$ cat config.mk
export PLATFORM = sky130hd
export DESIGN_NAME = alu_seq
export DESIGN_NICKNAME = d
export VERILOG_FILES = /design/src/rtl/alu_seq.sv
export SDC_FILE = /design/constraint.sdc
export NUM_CORES = 1
export LEC_CHECK = 0
export CORE_MARGIN = 2
export CORE_UTILIZATION = 68
export DETAILED_ROUTE_END_ITERATION = 12
export DONT_BUFFER_PORTS = 1
export GPL_TIMING_DRIVEN = 0
export HOLD_SLACK_MARGIN = 0.12
export PLACE_DENSITY = 0.92
export SKIP_LAST_GASP = 1
export SYNTH_ARGS = -nofsm -noshare
export SYNTH_HDL_FRONTEND = slang
export SYNTH_SLANG_ARGS = --single-unit
$ cat constraint.sdc
create_clock -name clk -period 2.3 [get_ports clk]
set_input_delay 0.46 -clock clk [delete_from_list [all_inputs] [get_ports clk]]
set_output_delay 0.46 -clock clk [all_outputs]
set_load 0.005 [all_outputs]
$ cat src/rtl/alu_seq.sv
// Instruction sequencer for the 8-bit ALU: owns R0-R3, runs each instruction
// through READ/EXEC/WRITE and drives an external combinational ALU.
module alu_seq #(
   parameter logic [7:0] RESET_VAL = 8'h00
) (
   input  logic       clk,
   input  logic       rst_n,
   input  logic       instr_valid,
   input  logic [5:0] instr,
   output logic       instr_ready,
   input  logic       ld_en,
   input  logic [1:0] ld_addr,
   input  logic [7:0] ld_data,
   input  logic [1:0] rd_addr,
   output logic [7:0] rd_data,
   output logic [1:0] alu_opcode,
   output logic [7:0] alu_a,
   output logic [7:0] alu_b,
   input  logic [7:0] alu_result,
   output logic       done,
   output logic       div_zero,
   input  logic       err_clr
);

   typedef enum logic [1:0] {IDLE, READ, EXEC, WRITE} state_t;

   localparam logic [1:0] OP_DIV = 2'b11;

   state_t     state, next_state;
   logic [1:0] op_q, ra_q, rb_q;
   logic [7:0] res_q;
   logic       zflag;
   logic       wb_en;
   logic [7:0] regs [4];

   // NOTE: state registers use non-blocking assignments so every flop samples pre-edge values.
   always_ff @(posedge clk or negedge rst_n) begin
      if (!rst_n) state <= IDLE;
      else        state <= next_state;
   end

   // NOTE: every output of this block gets a default first, so no path leaves a latch behind.
   always_comb begin
      next_state  = state;
      instr_ready = 1'b0;
      done        = 1'b0;
      case (state)
         IDLE: begin
            instr_ready = 1'b1;
            if (instr_valid) next_state = READ;
         end
         READ:  next_state = EXEC;
         EXEC:  next_state = WRITE;
         WRITE: begin
            done       = 1'b1;
            next_state = IDLE;
         end
         default: next_state = IDLE;
      endcase
   end

   assign wb_en = (state == WRITE) && !zflag;

   // NOTE: the register file has a real reset because RESET_VAL is architecturally visible.
   // Writeback outranks a host load to the same register in the same cycle.
   always_ff @(posedge clk or negedge rst_n) begin
      if (!rst_n) begin
         for (int i = 0; i < 4; i++) regs[i] <= RESET_VAL;
      end else begin
         for (int i = 0; i < 4; i++) begin
            if (wb_en && ra_q == 2'(i))          regs[i] <= res_q;
            else if (ld_en && ld_addr == 2'(i))  regs[i] <= ld_data;
         end
      end
   end

   assign rd_data = regs[rd_addr];

   always_ff @(posedge clk or negedge rst_n) begin
      if (!rst_n) begin
         op_q       <= 2'b00;
         ra_q       <= 2'b00;
         rb_q       <= 2'b00;
         alu_opcode <= 2'b00;
         alu_a      <= RESET_VAL;
         alu_b      <= RESET_VAL;
         res_q      <= RESET_VAL;
         zflag      <= 1'b0;
      end else begin
         case (state)
            IDLE: begin
               if (instr_valid) begin
                  op_q <= instr[5:4];
                  ra_q <= instr[3:2];
                  rb_q <= instr[1:0];
               end
            end
            READ: begin
               alu_a      <= regs[ra_q];
               alu_b      <= regs[rb_q];
               alu_opcode <= op_q;
            end
            EXEC: begin
               res_q <= alu_result;
               zflag <= (alu_opcode == OP_DIV) && (alu_b == 8'h00);
            end
            default: ;
         endcase
      end
   end

   // A new divide-by-zero in WRITE beats a simultaneous clear.
   always_ff @(posedge clk or negedge rst_n) begin
      if (!rst_n)                       div_zero <= 1'b0;
      else if (state == WRITE && zflag) div_zero <= 1'b1;
      else if (err_clr)                 div_zero <= 1'b0;
   end

endmodule
# After elaboration in Yosys (flattened, before gate mapping)
# Index checks and enable logic that the tools add are counted.
word_totals:
  mem_bits_ro: 0
  ram_bits: 0
  output_inout_bits: 29
  inputBits: 31
  regBits: 68
  latchBits: 0
  mem_count: 0
op_classes:
  n_shift: 0
  magnitude_cmp: 3
  bitwise_logic: 3
  mul: 0
  n_reduce_logical: 22
  div: 0
  n_addsub: 0
  n_eq_ne: 11
  mux: 23
ops:
  columns: ["operator", "count"]
  rows:
  - ["$mux W8", 14]
  - ["$bmux W8 S2", 3]
  - ["$eq A2 B2 Y1 const B", 7]
  - ["$logic_and A1 B1 Y1", 11]
  - ["$reduce_bool A2 Y1", 5]
  - ["$ge A3 B3 Y1 const B", 3]
  - ["$not A2 Y3", 3]
  - ["$logic_not A8 Y1", 1]
  - ["$pmux W2 S4", 1]
  - ["$eq A2 B1 Y1 const B", 3]
  - ["$logic_not A2 Y1", 3]
  - ["$mux W1", 4]
  - ["$mux W2", 1]
  - ["$ne A2 B2 Y1 const B", 1]
  - ["$reduce_and A2 Y1", 1]
  - ["$logic_not A1 Y1", 1]

# Longest topological paths before layout
# Gate-level depths: netlist (run 1).
logic_depth:
  depth_word: 4
  ltp_mapped: 6
  mapped_depth_nobuf: 5

# Worst setup path before layout (run 1)
# Ideal clock, no wire load.
synth_path:
  path_kind: "input -> output"
  start: "input port rd_addr[0]"
  end: "output port rd_data[0]"
  path_slack_ns: 0.620
  arrival_time_ns: 1.220
  n_path_buf: 1
  stages: 2
  cell_sequence: "buf_2 mux4_2"
synth_via:
  elab_chain_len: 4
synth_rtl:
  columns: ["item", "line_no", "source"]
  rows:
  - ["start, declared", "14", "input logic [1:0] rd_addr,"]
  - ["$not A2 Y3 (implied by the code)", "77", "assign rd_data = regs[rd_addr];"]
  - ["$bmux W8 S2", "77", null]
  - ["$mux W8 (implied by the code) (2 in a row)", "77", null]
  - ["end, declared", "15", "output logic [7:0] rd_data,"]
# No other way between the ends. The select of a mux whose other input is x is not followed.

# Final worst setup path (run 1)
layout_path:
  start: "register state[1]"
  end: "register alu_a[1]"
layout_via:
  elab_chain_len: 1
layout_rtl:
  columns: ["item", "line_no", "source"]
  rows:
  - ["start, declared", "29", "state_t state, next_state;"]
  - ["start signal, assigned", "39", "else state <= next_state;"]
  - ["$eq A2 B1 Y1", "90", "case (state)"]
  - ["end signal, assigned", "99", "alu_a <= regs[ra_q];"]
  - ["end, declared", "17", "output logic [7:0] alu_a,"]
# No other way between the ends.
# A chain may end at the register's enable or synchronous reset.

==> qor.yml, run 1 <==
synth.avg_cell_area_um2: 9.98
final_core_util: 0.765
power.switching_uw: 2310
drt_iter0_markers: 344
hold_class: "input pin to flop"
port_buffers: 0
r2r-start: "state[1]$_DFFE_PN0P_"
ant_nets: 0
tightest_slew_ns: 0.630
power_frac_seq: 0.440
final_layout_size_suffix_gt1_frac: 0.177
cp_top_family: "buffers and inverters"
grt_first_pass_wirelength_um: 14700
grt.total_usage: 0.323
pwr-share-clk: 0.155
slew_violations: 0
stdcell_count: 449
finalHoldViolCount: 0
synth.distinct_cells: 31
clk_latency_ns: 0.35
finalWorstSetupSlack_ns: 0.341
numCtsBuffers: 9
max_slew_margin: 0.580
syn_area_um2: 3610
diodes: 0
syn_nets: 398
coreArea_um2: 5110
status: "finished, final reports clean"
htreeDepth: 3
worst-path-stages: 5
grt_pass1_vias: 2946
irDropWorstVdd_uv: 870
post-route-period-util: 0.852
rsz0062_at_grt: "no"
ys_warn_count: 0
final_common_cell: "nand2_1"
critPathCaptureType: "flop"
cp-start-kind: "flop"
skew_ns: 0.00719
slowest_stage: "dfrtp_1"
rows: 26
num_io_pins: 60
synth_seq_area_share: 0.471
r2r_slack_ns: 0.34
yosys_register_bits: 68
fill_cells: 334
p_leak_uw: 0.00172
max_freq_mhz: 510
layout_common_cells: "nand2_1, dfrtp_1, mux2_2, nor2_1, a31oi_1"
finalSetupViolations: 0
r2r_end: "alu_a[1]$_DFFE_PN0N_"
dpl.hpwl_um: 6330
die-area_um2: 5910
die_y_um: 76.9
p_int_uw: 3370
final_nets: 411
wl_um: 9010
slowest_delay_ns: 0.43
crit_fanout: 10
cts_tree: "built"
reg2regPathDepth: 5
clkSlewWorstSetupHoldPaths_ns: 0.07
cp-startpoint: "state[1]$_DFFE_PN0P_"
wire_per_inst_um: 20.1
worstSetupEndpoint: "alu_a[1]$_DFFE_PN0N_"
grt_max_degree: 69
clock-root-buffer: "clkbuf_8"
drc: 0
power_uw: 5690
dpl.cell_count: 432
cp_data_required_time_ns: 2.54
path_buf_inv: 2
crit_chain: "inv_1 -> ha_1 -> clkbuf_1 -> nand2_1 -> o221ai_1"
switching_share: 0.407
drv_cap: 0
fin_crit_ns: 1.96
antenna_found_initial: 0
syn2layout_area_growth_pct: 8.14
dpl_worst_slack_ns: 0.499
dieWidth_um: 76.9
path_class: "flop to flop"
tns_ns: 0
combPwrFrac: 0.405
floorplan.initialDensity: 0.707
final-seq-area_um2: 1700
cts_resized: 0
arrival_ns: 2.20
place.gp.congestion: 0.900
clock-sinks: 68
viasPerCell: 6.37
clockBufferDepth: 2
via_count: 2862
powerDensity_nw_per_um2: 1460
multiInputGateArea_um2: 1720
post_synth_inst_count: 362
first_pass_iters: 6
grt_overflow: 0
## worst reg2reg max path: cells and delay by family, from the launching register on
kind                     cells  cell delay [ns]
AO/OA/AOI/OAI                1             0.32
adder cells (fa/ha/maj)      1             0.25
buffers and inverters        2             0.53
flip-flops                   1             0.43
AND/OR/NAND/NOR              1             0.32
## layer usage
metal	vias to the layer above	share of wire	track usage
met4	0	0.030	0.176
li1	1294	-	-
met1	1363	0.38	0.410
met2	172	0.49	0.506
met5	-	0	0
met3	33	0.099	0.0859
## flip-flops by register name, indices dropped and copies added, names as in the netlist, 8 cells and up
| signal | flops |
|---|---|
| alu_b | 8 |
| alu_a | 8 |
| res_q | 8 |
| regs | 32 |
## Yosys cell counts
cell type / number / area, um2
dfrtp_1: 68 / 1700
nand2_1: 84 / 315
buf_1: 4 / 15.0
ha_1: 5 / 62.6
inv_1: 20 / 75.1
nor2_1: 33 / 124
nand4b_1: 1 / 8.76
mux2_2: 33 / 372
o21ai_0: 1 / 5.00
or4b_1: 1 / 10.0
and3_1: 1 / 6.26
nand3b_1: 2 / 15.0
o22ai_1: 1 / 6.26
nor4_1: 1 / 6.26
and3b_1: 2 / 17.5
or3b_1: 1 / 8.76
buf_6: 1 / 11.3
nand4_1: 1 / 6.26
buf_2: 9 / 45.0
nand4bb_1: 2 / 22.5
mux2i_1: 16 / 160
mux4_2: 8 / 180
nor3b_2: 1 / 12.5
nor3_1: 1 / 5.00
a21oi_1: 1 / 5.00
a31oi_1: 31 / 194
nand3_1: 2 / 10.0
nor2b_1: 3 / 18.8
clkbuf_1: 11 / 41.3
o221ai_1: 16 / 140
a31oi_2: 1 / 12.5
## what timing repair did
| item | CTS | global route |
|---|---|---|
| endpoints found under the hold margin | 68 | 0 |
| buffers inserted | 0 | 0 |
| hold buffers | 2 | 0 |
## how the worst min path moves through the flow
stage	slack (ns)	cells after the start	startpoint	endpoint
floorplan	0.16	0	rst_n	alu_a[0]$_DFFE_PN0N_
global placement	0.17	0	rst_n	state[1]$_DFFE_PN0P_
detailed placement	0.17	0	rst_n	state[0]$_DFFE_PN0P_
CTS	0.22	1	err_clr	div_zero$_DFFE_PN0P_
global route	0.25	1	instr[1]	rb_q[1]$_DFFE_PN0P_
finish	0.22	1	err_clr	div_zero$_DFFE_PN0P_
## kinds of logic (layout without fill, tap and decap cells)
logic type      after synthesis  after routing  synth area share
fa+ha+maj                     5              5            0.0173
mux                          57             57             0.197
buf+inv                      45             62            0.0519
flops                        68             68             0.471
compound gates               51             51             0.100
simple gates                136            136             0.162
## through the flow
step | hold slack (ns) | area [um2]
floorplan | 0.164 | 3610
CTS | 0.224 | 3910
detailed placement | 0.166 | 3700
finish | 0.224 | 3910
global route | 0.254 | 3910
global placement | 0.166 | 3700
## area by class of cell
class / instances / area share
multi-input combinational: 249 / 0.441
clock buffer: 13 / 0.0407
sequential: 68 / 0.435
buffer: 25 / 0.0288
timing repair buffer: 2 / 0.00961
tap: 70 / 0.0224
clock inverter: 2 / 0.00256
inverter: 20 / 0.0192
## power by group through the flow
stage | registers (uW) | logic [uW] | clock network (uW)
floorplan | 2230 | 1800 | 0
CTS | 2460 | 2260 | 877
detailed placement | 2470 | 2180 | 0
finish | 2500 | 2300 | 883
global placement | 2400 | 2050 | 0
global route | 2560 | 2520 | 936
Note: power is estimated with default switching activity, not from simulation.
==> run 2: changes to the inputs <==
GPL_ROUTABILITY_DRIVEN = 0   (was default)
==> run 2 against run 1 <==
Cell count up 0.22%. Critical path depth unchanged. Clock power up 35%. Core utilization grew 1.4 points. Global-route usage up 0.66 points. Routed wire length about the same. Non-clock buffer count unchanged. Critical endpoint is now alu_a[7]$_DFFE_PN0N_. Sequential share of layout area fell by 0.77 points. Clock skew rose by 0.0043 ns. First-iteration DRC count decreased by 18%. Combinational power hardly changed. Hold slack worse by 0.015 ns. Largest cell class unchanged.
==> qor.yml, run 2 (same netlist as run 1, synthesis figures left out) <==
status: "finished, final reports clean"
cp-start-kind: "flop"
arrival_ns: 2.08  # -0.12 ns
first_pass_iters: 4  # -2
pwr-share-clk: 0.199  # +0.044
floorplan.initialDensity: 0.707  # unchanged
min-delay-start: "err_clr"
via_count: 2945  # +2.9%
power_uw: 5990  # +5.3%
hold_class: "input pin to flop"
p_leak_uw: 0.00175  # +1.5%
final_common_cell: "nand2_1"
clkSlewWorstSetupHoldPaths_ns: 0.08  # about the same
die_y_um: 76.9  # unchanged
rsz0062_at_grt: "no"
cts_resized: 0  # unchanged
grt_pass1_vias: 3008  # +2.1%
post-route-period-util: 0.792  # -0.0600
wire_per_inst_um: 20.0  # -0.30%
grt_max_degree: 69  # unchanged
crit_fanout: 10  # unchanged
cts_tree: "built"
clockBufferDepth: 2  # unchanged
path_class: "flop to flop"
layout_common_cells: "nand2_1, dfrtp_1, mux2_2, nor2_1, a31oi_1"
r2r-start: "state[1]$_DFFE_PN0P_"
coreArea_um2: 5110  # unchanged
reg2regPathDepth: 5  # unchanged
port_buffers: 0  # unchanged
clk_latency_ns: 0.36  # about the same
clock-sinks: 68  # unchanged
finalWorstSetupSlack_ns: 0.479  # +0.138 ns
rows: 26  # unchanged
dpl_worst_slack_ns: 0.501  # +0.00139 ns
tns_ns: 0  # unchanged
grt.total_usage: 0.329  # +0.00660
drt_iter0_markers: 283  # -18%
power_frac_seq: 0.420  # -0.020
max_slew_margin: 0.607  # +0.0268
irDropWorstVdd_uv: 1050  # +20%
slew_violations: 0  # unchanged
critPathCaptureType: "flop"
whs_path_depth: 1  # unchanged
wl_um: 9000  # about the same
largest_reg_flops: 32  # unchanged
finalHoldViolCount: 0  # unchanged
tightest_slew_ns: 0.590  # -0.0403 ns
dieWidth_um: 76.9  # unchanged
viasPerCell: 6.54  # +2.7%
whs_endpoint: "div_zero$_DFFE_PN0P_"
ctsHoldBuffers: 2  # unchanged
grt_first_pass_wirelength_um: 15100  # +3.0%
skew_ns: 0.0115  # +0.00435 ns
finalSetupViolations: 0  # unchanged
r2r_end: "alu_a[7]$_DFFE_PN0N_"
htreeDepth: 3  # unchanged
p_int_uw: 3640  # +8.0%
cp_data_required_time_ns: 2.56  # +0.02 ns
final_layout_size_suffix_gt1_frac: 0.184  # +0.00743
powerDensity_nw_per_um2: 1510  # +3.5%
clock-root-buffer: "clkbuf_8"
post_cts_buffers: 0  # unchanged
num_io_pins: 60  # unchanged
drc: 0  # unchanged
switching_share: 0.392  # -0.0153
fill_cells: 345  # +3.3%
diodes: 0  # unchanged
numCtsBuffers: 9  # unchanged
top_register: "regs"
combPwrFrac: 0.381  # -0.024
grt_overflow: 0  # unchanged
final_nets: 411  # unchanged
syn2layout_area_growth_pct: 10.1
r2r_slack_ns: 0.48  # +0.14 ns
dpl.hpwl_um: 6460  # +2.0%
fin_crit_ns: 1.82  # -0.138 ns
power.switching_uw: 2350  # +1.3%
antenna_found_initial: 0  # unchanged
drv_cap: 0  # unchanged
die-area_um2: 5910  # unchanged
ant_nets: 0  # unchanged
max_freq_mhz: 549  # +7.6%
run 2: cell count changes in the layout (fill, tap and decap cells not counted):
cell,previous run,this run
bufinv_16,0,3
clkbuf_8,11,9
clkinvlp_4,0,2
clkbuf_1,13,11
run 2: worst max path at each step:
stage / slack (ns) / cells past startpoint / startpoint / to
final: 0.48 / 5 / state[1]$_DFFE_PN0P_ / alu_a[7]$_DFFE_PN0N_
after global routing: 0.25 / 5 / state[1]$_DFFE_PN0P_ / alu_a[5]$_DFFE_PN0N_
after detailed placement: 0.50 / 5 / state[1]$_DFFE_PN0P_ / alu_b[1]$_DFFE_PN0N_
after global placement: 0.55 / 2 / rd_addr[0] / rd_data[2]
after CTS: 0.49 / 5 / state[1]$_DFFE_PN0P_ / alu_b[1]$_DFFE_PN0N_
after floorplan: 0.62 / 2 / rd_addr[0] / rd_data[0]
run 2: area by class of cell:
type                    count  area (um2)  area share
clock buffers               9         124      0.0311
repair buffers              2        37.5     0.00944
inverters                  20        75.1      0.0189
plain buffers              25         113      0.0283
well taps                  70        87.6      0.0220
flip-flops and latches     68        1700       0.428
multi-input cells         249        1720       0.433
clock inverters             7         115      0.0289
run 2: power by group through the flow:
stage | Sequential, uW | Clock [uW] | Combinational (uW)
global route | 2580 | 1250 | 2500
global placement | 2400 | 0 | 2050
CTS | 2470 | 1180 | 2260
floorplan | 2230 | 0 | 1800
finish | 2520 | 1190 | 2280
detailed placement | 2470 | 0 | 2180
run 2: worst max-delay path: stages (launching register included):
cell      delay [ns]
dfrtp_1         0.42
inv_1           0.11
ha_1            0.23
clkbuf_1        0.41
nand2_1         0.31
o221ai_1        0.25
run 2: through the flow:
stage | area (um2) | std cells | utilization | hold WS, ns
after floorplan | 3610 | 362 | - | 0.164
after CTS | 3980 | 450 | 0.779 | 0.209
after detailed placement | 3700 | 432 | 0.725 | 0.166
after global placement | 3700 | 432 | 0.725 | 0.166
final | 3980 | 450 | 0.779 | 0.208
after global routing | 3980 | 450 | 0.779 | 0.237
run 2: metal layers:
| metal | global-route usage | vias to the layer above | routed length, um | part of all wire |
|---|---|---|---|---|
| met2 | 0.528 | 180 | 4460 | 0.50 |
| met5 | 0 | - | 0 | 0 |
| met1 | 0.412 | 1439 | 3430 | 0.38 |
| met4 | 0.138 | 0 | 209 | 0.023 |
| li1 | - | 1299 | - | - |
| met3 | 0.108 | 27 | 896 | 0.10 |
==> run 3: changes to the inputs <==
CORE_UTILIZATION = 63   (was 68)
PLACE_DENSITY = 0.87   (was 0.92)
clock period = 1.89 ns   (was 2.3 ns; I/O delays follow)
==> run 3 against run 2 <==
The run now ends with negative hold slack left. Clock power is 16% lower. Via count down 4.4%. Register-to-register slack worse by 0.34 ns. Core utilization down 7.9 points. Fmax rose by 3.8%. Hold slack got worse by 0.49 ns. Cell area is 3.1% lower. Sequential share of layout area is 1.4 points higher. Non-clock buffer count decreased by 2. First-iteration DRC count is 14% lower. Global-route usage is 3.6 points lower. Critical path type unchanged. Highest routed layer unchanged.
==> qor.yml, run 3 (same netlist as run 1, synthesis figures left out) <==
cp-start-kind: "flop"
grt_pass1_vias: 2801  # -6.9%
dieWidth_um: 79.7  # +3.7%
dpl_worst_slack_ns: 0.0925  # -0.408 ns
die_y_um: 79.7  # +3.7%
ant_nets: 0  # unchanged
skew_ns: 0.00844  # -0.00310 ns
r2r-start: "state[1]$_DFFE_PN0P_"
first_pass_iters: 5  # +1
hold_class: "input pin to async pin"
slowest_delay_ns: 0.45  # +0.03 ns
floorplan.initialDensity: 0.656  # -0.0513
largest_reg_flops: 32  # unchanged
p_int_uw: 4020  # +10%
wire_per_inst_um: 18.6  # -7.2%
irDropWorstVdd_uv: 909  # -13%
p_leak_uw: 0.00170  # -2.8%
layout_common_cells: "nand2_1, dfrtp_1, mux2_2, nor2_1, a31oi_1"
crit_chain: "ha_1 -> or4b_1 -> buf_2 -> buf_6 -> nor2_1 -> a31oi_2"
top_register: "regs"
viasPerCell: 6.27  # -4.2%
finalSetupViolations: 0  # unchanged
cp_top_family: "simple AND/OR/NAND/NOR gates"
wl_um: 8330  # -7.4%
clk_latency_ns: 0.35  # about the same
cts_tree: "built"
slew_violations: 0  # unchanged
powerDensity_nw_per_um2: 1740  # +15%
cp_data_required_time_ns: 2.11  # -0.45 ns
syn2layout_area_growth_pct: 6.68
combPwrFrac: 0.400  # +0.019
fill_cells: 401  # +16%
port_buffers: 0  # unchanged
reg2regPathDepth: 6  # +1
tightest_slew_ns: 0.572  # -0.0182 ns
r2r_end: "regs[30]$_DFFE_PN0P_"
clockBufferDepth: 2  # unchanged
fin_crit_ns: 1.75  # -0.0675 ns
cp-startpoint: "state[1]$_DFFE_PN0P_"
via_count: 2816  # -4.4%
crit_fanout: 10  # unchanged
grt_max_degree: 69  # unchanged
numCtsBuffers: 9  # unchanged
antenna_found_initial: 0  # unchanged
final_common_cell: "nand2_1"
die-area_um2: 6360  # +7.5%
clock-root-buffer: "clkbuf_8"
pwr-share-clk: 0.149  # -0.050
finalWorstSetupSlack_ns: 0.136  # -0.342 ns
grt.total_usage: 0.293  # -0.0363
slowest_stage: "or4b_1"
rsz0062_at_grt: "no"
clock-sinks: 68  # unchanged
htreeDepth: 3  # unchanged
arrival_ns: 1.98  # -0.10 ns
diodes: 0  # unchanged
violations: "negative hold slack"
post-route-period-util: 0.928  # +0.136
dpl.hpwl_um: 6260  # -3.1%
final_nets: 409  # -0.49%
status: "finished, violations left"
finalHoldViolCount: 68  # +68
power_frac_seq: 0.452  # +0.032
switching_share: 0.399  # +0.00777
num_io_pins: 60  # unchanged
grt_first_pass_wirelength_um: 14000  # -7.6%
rows: 27  # +3.8%
multiInputGateArea_um2: 1720  # unchanged
final_layout_size_suffix_gt1_frac: 0.175  # -0.00914
drc: 0  # unchanged
path_class: "flop to flop"
max_freq_mhz: 570  # +3.8%
path_buf_inv: 2  # unchanged
clkSlewWorstSetupHoldPaths_ns: 0.07  # about the same
tns_ns: 0  # unchanged
power.switching_uw: 2670  # +14%
max_slew_margin: 0.619  # +0.0122
grt_overflow: 0  # unchanged
final-seq-area_um2: 1700  # unchanged
critPathCaptureType: "flop"
r2r_slack_ns: 0.14  # -0.34 ns
drv_cap: 0  # unchanged
post_cts_buffers: 0  # unchanged
whs_ns: -0.278  # -0.486 ns
coreArea_um2: 5510  # +7.8%
drt_iter0_markers: 242  # -14%
run 3: through the flow:
stage               total power, uW  cells  area, um2  hold WS (ns)   util
floorplan                      4900    362       3610        0.0824      -
global placement               5440    434       3700        0.0838  0.673
detailed placement             5640    434       3700        0.0840  0.673
CTS                            6660    449       3850        -0.289  0.700
global route                   7140    449       3850        -0.291  0.700
finish                         6690    449       3850        -0.278  0.700
run 3: area by class of cell:
class / count / share of cell area
Buffer: 25 / 0.0295
Clock buffer: 12 / 0.0351
Clock inverter: 3 / 0.00389
Inverter: 20 / 0.0195
Multi-Input combinational cell: 249 / 0.447
Sequential cell: 68 / 0.441
Tap cell: 72 / 0.0234
run 3: power groups by stage:
stage,sequential (uW),combinational [uW],clock [uW]
2_1_floorplan,2710,2190,0
3_3_place_gp,2930,2510,0
3_5_place_dp,3010,2630,0
4_1_cts,3000,2660,1000
5_1_grt,3130,2950,1050
6_report,3020,2680,995
run 3: per-layer routing:
layer / vias to the layer above / wire length [um] / track usage
met4: 0 / 136 / 0.0932
met2: 139 / 4070 / 0.482
met5: - / 0 / 0
met3: 20 / 665 / 0.0701
met1: 1362 / 3460 / 0.386
li1: 1295 / - / -
run 3: what timing repair did:
item,CTS,global route
hold endpoints to repair,68,68
setup endpoints to repair,0,15
resized for setup,0,2
run 3: worst reg2reg max path, cell delays in order (launching register included):
cell and delay (ns):
dfrtp_1 0.40, ha_1 0.30, or4b_1 0.45, buf_2 0.18, buf_6 0.15, nor2_1 0.12, a31oi_2 0.04
run 3: worst max-delay path by stage:
stage,cells past startpoint,slack [ns],to
after global routing,6,0.01,regs[30]$_DFFE_PN0P_
after global placement,5,0.17,alu_a[5]$_DFFE_PN0N_
after detailed placement,5,0.09,alu_a[1]$_DFFE_PN0N_
after CTS,5,0.08,alu_a[1]$_DFFE_PN0N_
final,6,0.14,regs[30]$_DFFE_PN0P_
after floorplan,6,0.30,regs[30]$_DFFE_PN0P_
